## config.mk

```make
export PLATFORM = sky130hd
export DESIGN_NAME = extmem_port_flat
export DESIGN_NICKNAME = d
export VERILOG_FILES = /design/src/rtl/extmem_port_if.sv /design/src/rtl/extmem_port.sv /design/src/flat_wrapper.sv
export SDC_FILE = /design/constraint.sdc
export NUM_CORES = 1
export LEC_CHECK = 0
export CORE_MARGIN = 3
export CORE_UTILIZATION = 45
export DETAILED_ROUTE_END_ITERATION = 8
export PLACE_DENSITY = 0.6
export SLEW_MARGIN = 15
export SYNTH_ARGS = -nofsm -noshare
export SYNTH_HDL_FRONTEND = slang
export SYNTH_SLANG_ARGS = --single-unit
export TNS_END_PERCENT = 30
```

## constraint.sdc

```tcl
create_clock -name clk -period 16.31 [get_ports clk]
set_clock_uncertainty 0.1 [all_clocks]
set_input_delay 4.0775 -clock clk [delete_from_list [all_inputs] [get_ports clk]]
set_output_delay 4.0775 -clock clk [all_outputs]
set_load 0.01 [all_outputs]
```

## src/rtl/extmem_port_if.sv

```systemverilog
// extmem_port_if: controller strobe side and off-chip memory request/return side of extmem_port
interface extmem_port_if #(
    parameter int ADDR_W = 32,
    parameter int DATA_W = 16,
    parameter int FIFO_D = 8
);
    logic                      we_i, re_i, clr_err_i, mem_gnt_i, mem_rvalid_i;
    logic [ADDR_W-1:0]         wr_addr_i, rd_addr_i, mem_addr_o;
    logic [DATA_W-1:0]         wr_data_i, mem_rdata_i, rd_data_o, mem_wdata_o;
    logic                      rd_valid_o, busy_o, err_overflow_o, err_spurious_o, mem_req_o, mem_we_o;
    logic [$clog2(FIFO_D):0]   cmd_space_o;

    modport slave (
        input  we_i, wr_addr_i, wr_data_i, re_i, rd_addr_i, clr_err_i,
               mem_gnt_i, mem_rvalid_i, mem_rdata_i,
        output rd_data_o, rd_valid_o, busy_o, cmd_space_o, err_overflow_o, err_spurious_o,
               mem_req_o, mem_we_o, mem_addr_o, mem_wdata_o
    );

    modport master (
        output we_i, wr_addr_i, wr_data_i, re_i, rd_addr_i, clr_err_i,
               mem_gnt_i, mem_rvalid_i, mem_rdata_i,
        input  rd_data_o, rd_valid_o, busy_o, cmd_space_o, err_overflow_o, err_spurious_o,
               mem_req_o, mem_we_o, mem_addr_o, mem_wdata_o
    );
endinterface

```

## src/rtl/extmem_port.sv

```systemverilog
// extmem_port: queues one-cycle controller memory strobes and replays them in order over a
// req/gnt + rvalid memory handshake, bounding reads in flight and returning read data in order.
module extmem_port #(
    parameter int ADDR_W  = 32,
    parameter int DATA_W  = 16,
    parameter int FIFO_D  = 8,
    parameter int MAX_OUT = 4
) (
    input logic clk,
    input logic rst_n,
    extmem_port_if.slave bus
);
    localparam int AW = $clog2(FIFO_D);
    localparam int CW = AW + 1;
    localparam int OW = $clog2(MAX_OUT + 1);

    typedef struct packed {
        logic              we;
        logic [ADDR_W-1:0] addr;
        logic [DATA_W-1:0] data;
    } cmd_t;

    typedef enum logic [1:0] {IDLE, ISSUE, RD_STALL} state_t;

    state_t            state_q, state_d;
    cmd_t              fifo_q [FIFO_D];
    cmd_t              sel;
    logic [AW-1:0]     wp_q, rp_q;
    logic [CW-1:0]     cnt_q, cnt_d;
    logic [CW:0]       free;
    logic [OW-1:0]     out_q, out_d;
    logic              pop, rd_gnt, rv_ok, spur, w_ok, r_ok, ovf, avail, go, load, req_d;
    logic              rd_valid_q, busy_q, err_ovf_q, err_spur_q, mem_req_q, mem_we_q;
    logic [DATA_W-1:0] rd_data_q, mem_wdata_q;
    logic [ADDR_W-1:0] mem_addr_q;

    // A pop this cycle frees its slot before the strobes are admitted.
    assign pop    = state_q == ISSUE && bus.mem_gnt_i;
    assign free   = {1'b0, CW'(FIFO_D) - cnt_q} + (CW+1)'(pop);
    assign w_ok   = bus.we_i && free != '0;
    assign r_ok   = bus.re_i && free > (w_ok ? (CW+1)'(1) : (CW+1)'(0));
    assign ovf    = (bus.we_i && !w_ok) || (bus.re_i && !r_ok);
    assign cnt_d  = cnt_q + CW'(w_ok) + CW'(r_ok) - CW'(pop);
    assign rd_gnt = pop && !mem_we_q;
    assign rv_ok  = bus.mem_rvalid_i && out_q != '0;
    assign spur   = bus.mem_rvalid_i && out_q == '0;
    assign out_d  = out_q + OW'(rd_gnt) - OW'(rv_ok);

    // While issuing, the candidate is the entry behind the one being granted.
    assign sel   = fifo_q[state_q == ISSUE ? rp_q + 1'b1 : rp_q];
    assign avail = state_q == ISSUE ? cnt_q > CW'(1) : cnt_q != '0;
    assign go    = sel.we || out_d < OW'(MAX_OUT);

    always_ff @(posedge clk or negedge rst_n)
        if (!rst_n) state_q <= IDLE;
        else        state_q <= state_d;

    always_comb begin
        state_d = state_q == RD_STALL       ? (go ? ISSUE : RD_STALL) :
                  (state_q == ISSUE && !pop) ? ISSUE :
                  !avail                     ? IDLE :
                  go                         ? ISSUE : RD_STALL;
    end

    always_comb begin
        req_d = state_d == ISSUE;
        load  = req_d && (state_q != ISSUE || pop);
    end

    always_ff @(posedge clk) begin
        if (w_ok) fifo_q[wp_q] <= {1'b1, bus.wr_addr_i, bus.wr_data_i};
        if (r_ok) fifo_q[w_ok ? wp_q + 1'b1 : wp_q] <= {1'b0, bus.rd_addr_i, {DATA_W{1'b0}}};
    end

    always_ff @(posedge clk or negedge rst_n) begin
        if (!rst_n) begin
            wp_q        <= '0;
            rp_q        <= '0;
            cnt_q       <= '0;
            out_q       <= '0;
            rd_valid_q  <= 1'b0;
            rd_data_q   <= '0;
            busy_q      <= 1'b0;
            err_ovf_q   <= 1'b0;
            err_spur_q  <= 1'b0;
            mem_req_q   <= 1'b0;
            mem_we_q    <= 1'b0;
            mem_addr_q  <= '0;
            mem_wdata_q <= '0;
        end else begin
            wp_q       <= wp_q + AW'(w_ok) + AW'(r_ok);
            rp_q       <= rp_q + AW'(pop);
            cnt_q      <= cnt_d;
            out_q      <= out_d;
            rd_valid_q <= rv_ok;
            if (rv_ok) rd_data_q <= bus.mem_rdata_i;
            busy_q     <= cnt_d != '0 || out_d != '0 || req_d;
            err_ovf_q  <= ovf || (err_ovf_q && !bus.clr_err_i);
            err_spur_q <= spur || (err_spur_q && !bus.clr_err_i);
            mem_req_q  <= req_d;
            if (load) {mem_we_q, mem_addr_q, mem_wdata_q} <= sel;
        end
    end

    assign bus.rd_valid_o     = rd_valid_q;
    assign bus.rd_data_o      = rd_data_q;
    assign bus.busy_o         = busy_q;
    assign bus.cmd_space_o    = CW'(FIFO_D) - cnt_q;
    assign bus.err_overflow_o = err_ovf_q;
    assign bus.err_spurious_o = err_spur_q;
    assign bus.mem_req_o      = mem_req_q;
    assign bus.mem_we_o       = mem_we_q;
    assign bus.mem_addr_o     = mem_addr_q;
    assign bus.mem_wdata_o    = mem_wdata_q;
endmodule

```

## src/flat_wrapper.sv

```systemverilog
// flat-port wrapper written by rule: the top's interface ports become plain ports
module extmem_port_flat 
#(
    parameter int ADDR_W  = 32,
    parameter int DATA_W  = 16,
    parameter int FIFO_D  = 8,
    parameter int MAX_OUT = 4
)
  (clk, rst_n, bus_we_i, bus_wr_addr_i, bus_wr_data_i, bus_re_i, bus_rd_addr_i, bus_clr_err_i, bus_mem_gnt_i, bus_mem_rvalid_i, bus_mem_rdata_i, bus_rd_data_o, bus_rd_valid_o, bus_busy_o, bus_cmd_space_o, bus_err_overflow_o, bus_err_spurious_o, bus_mem_req_o, bus_mem_we_o, bus_mem_addr_o, bus_mem_wdata_o);
  extmem_port_if #(.ADDR_W(ADDR_W), .DATA_W(DATA_W), .FIFO_D(FIFO_D)) bus_i ();
  input logic clk;
  input logic rst_n;
  input wire logic [$bits(bus_i.we_i)-1:0] bus_we_i;
  input wire logic [$bits(bus_i.wr_addr_i)-1:0] bus_wr_addr_i;
  input wire logic [$bits(bus_i.wr_data_i)-1:0] bus_wr_data_i;
  input wire logic [$bits(bus_i.re_i)-1:0] bus_re_i;
  input wire logic [$bits(bus_i.rd_addr_i)-1:0] bus_rd_addr_i;
  input wire logic [$bits(bus_i.clr_err_i)-1:0] bus_clr_err_i;
  input wire logic [$bits(bus_i.mem_gnt_i)-1:0] bus_mem_gnt_i;
  input wire logic [$bits(bus_i.mem_rvalid_i)-1:0] bus_mem_rvalid_i;
  input wire logic [$bits(bus_i.mem_rdata_i)-1:0] bus_mem_rdata_i;
  output wire logic [$bits(bus_i.rd_data_o)-1:0] bus_rd_data_o;
  output wire logic [$bits(bus_i.rd_valid_o)-1:0] bus_rd_valid_o;
  output wire logic [$bits(bus_i.busy_o)-1:0] bus_busy_o;
  output wire logic [$bits(bus_i.cmd_space_o)-1:0] bus_cmd_space_o;
  output wire logic [$bits(bus_i.err_overflow_o)-1:0] bus_err_overflow_o;
  output wire logic [$bits(bus_i.err_spurious_o)-1:0] bus_err_spurious_o;
  output wire logic [$bits(bus_i.mem_req_o)-1:0] bus_mem_req_o;
  output wire logic [$bits(bus_i.mem_we_o)-1:0] bus_mem_we_o;
  output wire logic [$bits(bus_i.mem_addr_o)-1:0] bus_mem_addr_o;
  output wire logic [$bits(bus_i.mem_wdata_o)-1:0] bus_mem_wdata_o;
  assign bus_i.we_i = bus_we_i;
  assign bus_i.wr_addr_i = bus_wr_addr_i;
  assign bus_i.wr_data_i = bus_wr_data_i;
  assign bus_i.re_i = bus_re_i;
  assign bus_i.rd_addr_i = bus_rd_addr_i;
  assign bus_i.clr_err_i = bus_clr_err_i;
  assign bus_i.mem_gnt_i = bus_mem_gnt_i;
  assign bus_i.mem_rvalid_i = bus_mem_rvalid_i;
  assign bus_i.mem_rdata_i = bus_mem_rdata_i;
  assign bus_rd_data_o = bus_i.rd_data_o;
  assign bus_rd_valid_o = bus_i.rd_valid_o;
  assign bus_busy_o = bus_i.busy_o;
  assign bus_cmd_space_o = bus_i.cmd_space_o;
  assign bus_err_overflow_o = bus_i.err_overflow_o;
  assign bus_err_spurious_o = bus_i.err_spurious_o;
  assign bus_mem_req_o = bus_i.mem_req_o;
  assign bus_mem_we_o = bus_i.mem_we_o;
  assign bus_mem_addr_o = bus_i.mem_addr_o;
  assign bus_mem_wdata_o = bus_i.mem_wdata_o;
  extmem_port #(.ADDR_W(ADDR_W), .DATA_W(DATA_W), .FIFO_D(FIFO_D), .MAX_OUT(MAX_OUT)) u_core (.clk(clk), .rst_n(rst_n), .bus(bus_i));
endmodule
```

==> impl_metrics.ini <==
[route]
wire_per_inst_um = 23.48
vias = 15600
drc = 0
first_pass_iters = 5
drtIter0Drc = 1299
ant_nets = 0
finalWirelength_um = 63200
vias_per_cell = 5.795

[placed_design]
place_congestion = 0.8154
dp_hpwl_um = 36930
portBuffers = 176
place_ws_ps = 6617
placed_cell_area_mm2 = 0.02475

[floorplan]
num_rows = 81
io_pins = 177
die_y_um = 229.0
fp.dieW_um = 229.0
start_util_pct = 45.61
core_area_mm2 = 0.04905
die_area_mm2 = 0.05243

[pwr]
power_density_mw_per_mm2 = 240.5
total_leakage_power_nw = 10.16
power_mw = 6.368
ir_worst_vdd_uv = 283.9

[synth]
yosysTopAreaCell = edfxtp_1
synth_common_cells = mux2i_1, edfxtp_1, nand2_1
async_flop_share_pct = 17.82
syn_nets = 2000
synth_edf_count = 256
yosys-top-cells-area = edfxtp_1, mux2i_1, dfxtp_1
synthFlopType = edfxtp_1
ys_types = 44
synth_top_area_share_pct = 34.36
netlist_area_mm2 = 0.02237
syn_avg_cell_area_um2 = 11.93
ys_warn_count = 0
ys_seq_area_share_pct = 56.04
ys_ff_latch = 477
yosysMostFrequentCell = mux2i_1
synthCells = 1876

[critical_path]
crit_required_ps = 16650
arrival_ps = 9480
crit_start = bus_mem_gnt_i
r2r_start = u_core.state_q[0]$_DFF_PN0_
r2r-end = u_core.bus.busy_o$_DFF_PN0_
startpoint_type = input pin
criticalPathCategory = input pin to flip-flop
worstSetupEndpointType = flip-flop
crit_path_end = u_core.bus.busy_o$_DFF_PN0_
r2r_cells = 19
r2r_setup_slack_ps = 10310
path_max_fanout = 12

[sta]
fin_crit_ps = 9139
worstMarginPinSlew_ps = 1163
setup_tns_ps = 0
fin_ws_ps = 7171
final-max-slew-violation-count = 0
post-route-period-util_pct = 56.03
hold_violations = 0
fmax_ghz = 0.1094
setup_viol = 0
maxSlewHeadroom_pct = 22.48
rsz0062_at_grt = false

[clock_tree]
cts_hold_buf = 0
cts-resized-gates = 0
cts_tree = built
cts_root_buf = clkbuf_16
worst_skew_pair.late_latency_ps = 590
cts_inserted_buffers = 52
clkSinkCount = 477
cts_setup_buffers = 0
clk_pin_slew_ps = 60
cts_buffer_depth = 3
htreeDepth = 2

[global_routing]
antenna_found_initial = 4
grt_remaining_overflow = 0
first_global_vias = 16210
grt_pass1_wl_um = 97550
grt_max_degree = 65
grtUsageTotal_pct = 23.83

[run_status]
status = complete, no violations

[finish]
final_cell_area_mm2 = 0.02648
drive_above_1_share_pct = 9.719
finalNetCount = 2107
areaGrowthSynthToFinish_pct = 18.35

[run]
drv_cap = 0

[hold_path]
worstHoldPathType = flip-flop to flip-flop
-- layer usage --
layer	wire length [µm]	global-route usage, %
met1	26860	31.94
met2	30910	40.02
met3	3664	3.371
met4	1725	7.980
met5	41	0
-- area by class of cell --
type,count,area (µm²)
fillers,4247,22570
flip-flops and latches,477,12540
well taps,664,830.8
repair buffers,208,2012
clock buffers,73,1473
multi-input cells,1179,9148
diodes,1,2.502
clock inverters,25,231.5
inverters,65,244.0
-- report_power, final --
group	internal, mW	switching (mW)	total (mW)
Sequential	1.81	0.176	1.98
Combinational	1.32	1.88	3.21
Clock	0.693	0.486	1.18
Total	3.82	2.55	6.37
-- critical path, cell delays in order --
cell and delay [ps]:
clkdlybuf4s50_1 570, and2_1 270, ha_1 210, ha_1 160
a21boi_0 170, mux2i_1 280, o41ai_4 350, buf_4 330
inv_1 120, ha_1 300, nor2_1 90, or4_1 420
and2_1 220, fa_1 420, fa_1 420, xnor2_1 150
or4_1 410, nor4_1 290, o221ai_1 190
-- per-stage QoR --
step	hold slack (ps)	utilization, %	std cells
after floorplan	340.2	-	1876
after global placement	352.3	50.46	2592
after detailed placement	360.5	50.46	2592
after CTS	375.0	53.93	2690
after global routing	398.6	53.98	2692
final	370.9	53.98	2692
-- worst min path at each step --
stage,from,slack (ps),cells after the start,end
2_1_floorplan,u_core.fifo_q[0][48]$_SDFFE_PP0P_,340,2,u_core.fifo_q[0][48]$_SDFFE_PP0P_
6_report,u_core.bus.rd_data_o[4]$_DFFE_PN0P_,370,2,u_core.bus.rd_data_o[4]$_DFFE_PN0P_
3_3_place_gp,u_core.fifo_q[1][48]$_SDFFE_PP0P_,350,2,u_core.fifo_q[1][48]$_SDFFE_PP0P_
3_5_place_dp,u_core.fifo_q[5][48]$_SDFFE_PP0P_,360,2,u_core.fifo_q[5][48]$_SDFFE_PP0P_
5_1_grt,u_core.fifo_q[1][48]$_SDFFE_PP0P_,400,2,u_core.fifo_q[1][48]$_SDFFE_PP0P_
4_1_cts,u_core.fifo_q[5][48]$_SDFFE_PP0P_,370,2,u_core.fifo_q[5][48]$_SDFFE_PP0P_
-- flip-flops by register name, summed over array words and instances (netlist names), 2 cells and up --
signal,flops
u_core.state_q,2
u_core.out_q,3
u_core.rp_q,3
u_core.bus.rd_data_o,16
u_core.bus.mem_wdata_o,16
u_core.wp_q,3
u_core.fifo_q,392
u_core.cnt_q,4
u_core.bus.mem_addr_o,32
-- kinds of logic (layout without fill, tap and decap cells) --
kind of cell / count (synthesis) / in the layout / share of synthesized area (%)
fa+ha+maj: 21 / 21 / 1.309
mux: 425 / 425 / 21.71
flops: 477 / 477 / 56.04
simple gates: 436 / 436 / 7.941
xor+xnor: 14 / 14 / 0.5481
other cells: 0 / 1 / 0
compound gates: 283 / 283 / 8.378
buf+inv: 220 / 371 / 4.077
-- placed cells by master (no fill, tap or decap), types with 8 or more instances in the layout --
cell type	instances
clkinv_2	10
buf_4	32
mux4_2	48
o22ai_1	131
mux2i_1	370
clkbuf_16	54
dfrtp_1	85
nand2_1	225
o2bb2ai_1	64
clkdlybuf4s50_1	175
o21ai_0	70
edfxtp_1	256
ha_1	17
nor2_1	152
dfxtp_1	136
inv_1	64
clkinv_1	8
clkbuf_1	14
(Power assumes the default switching activity.)
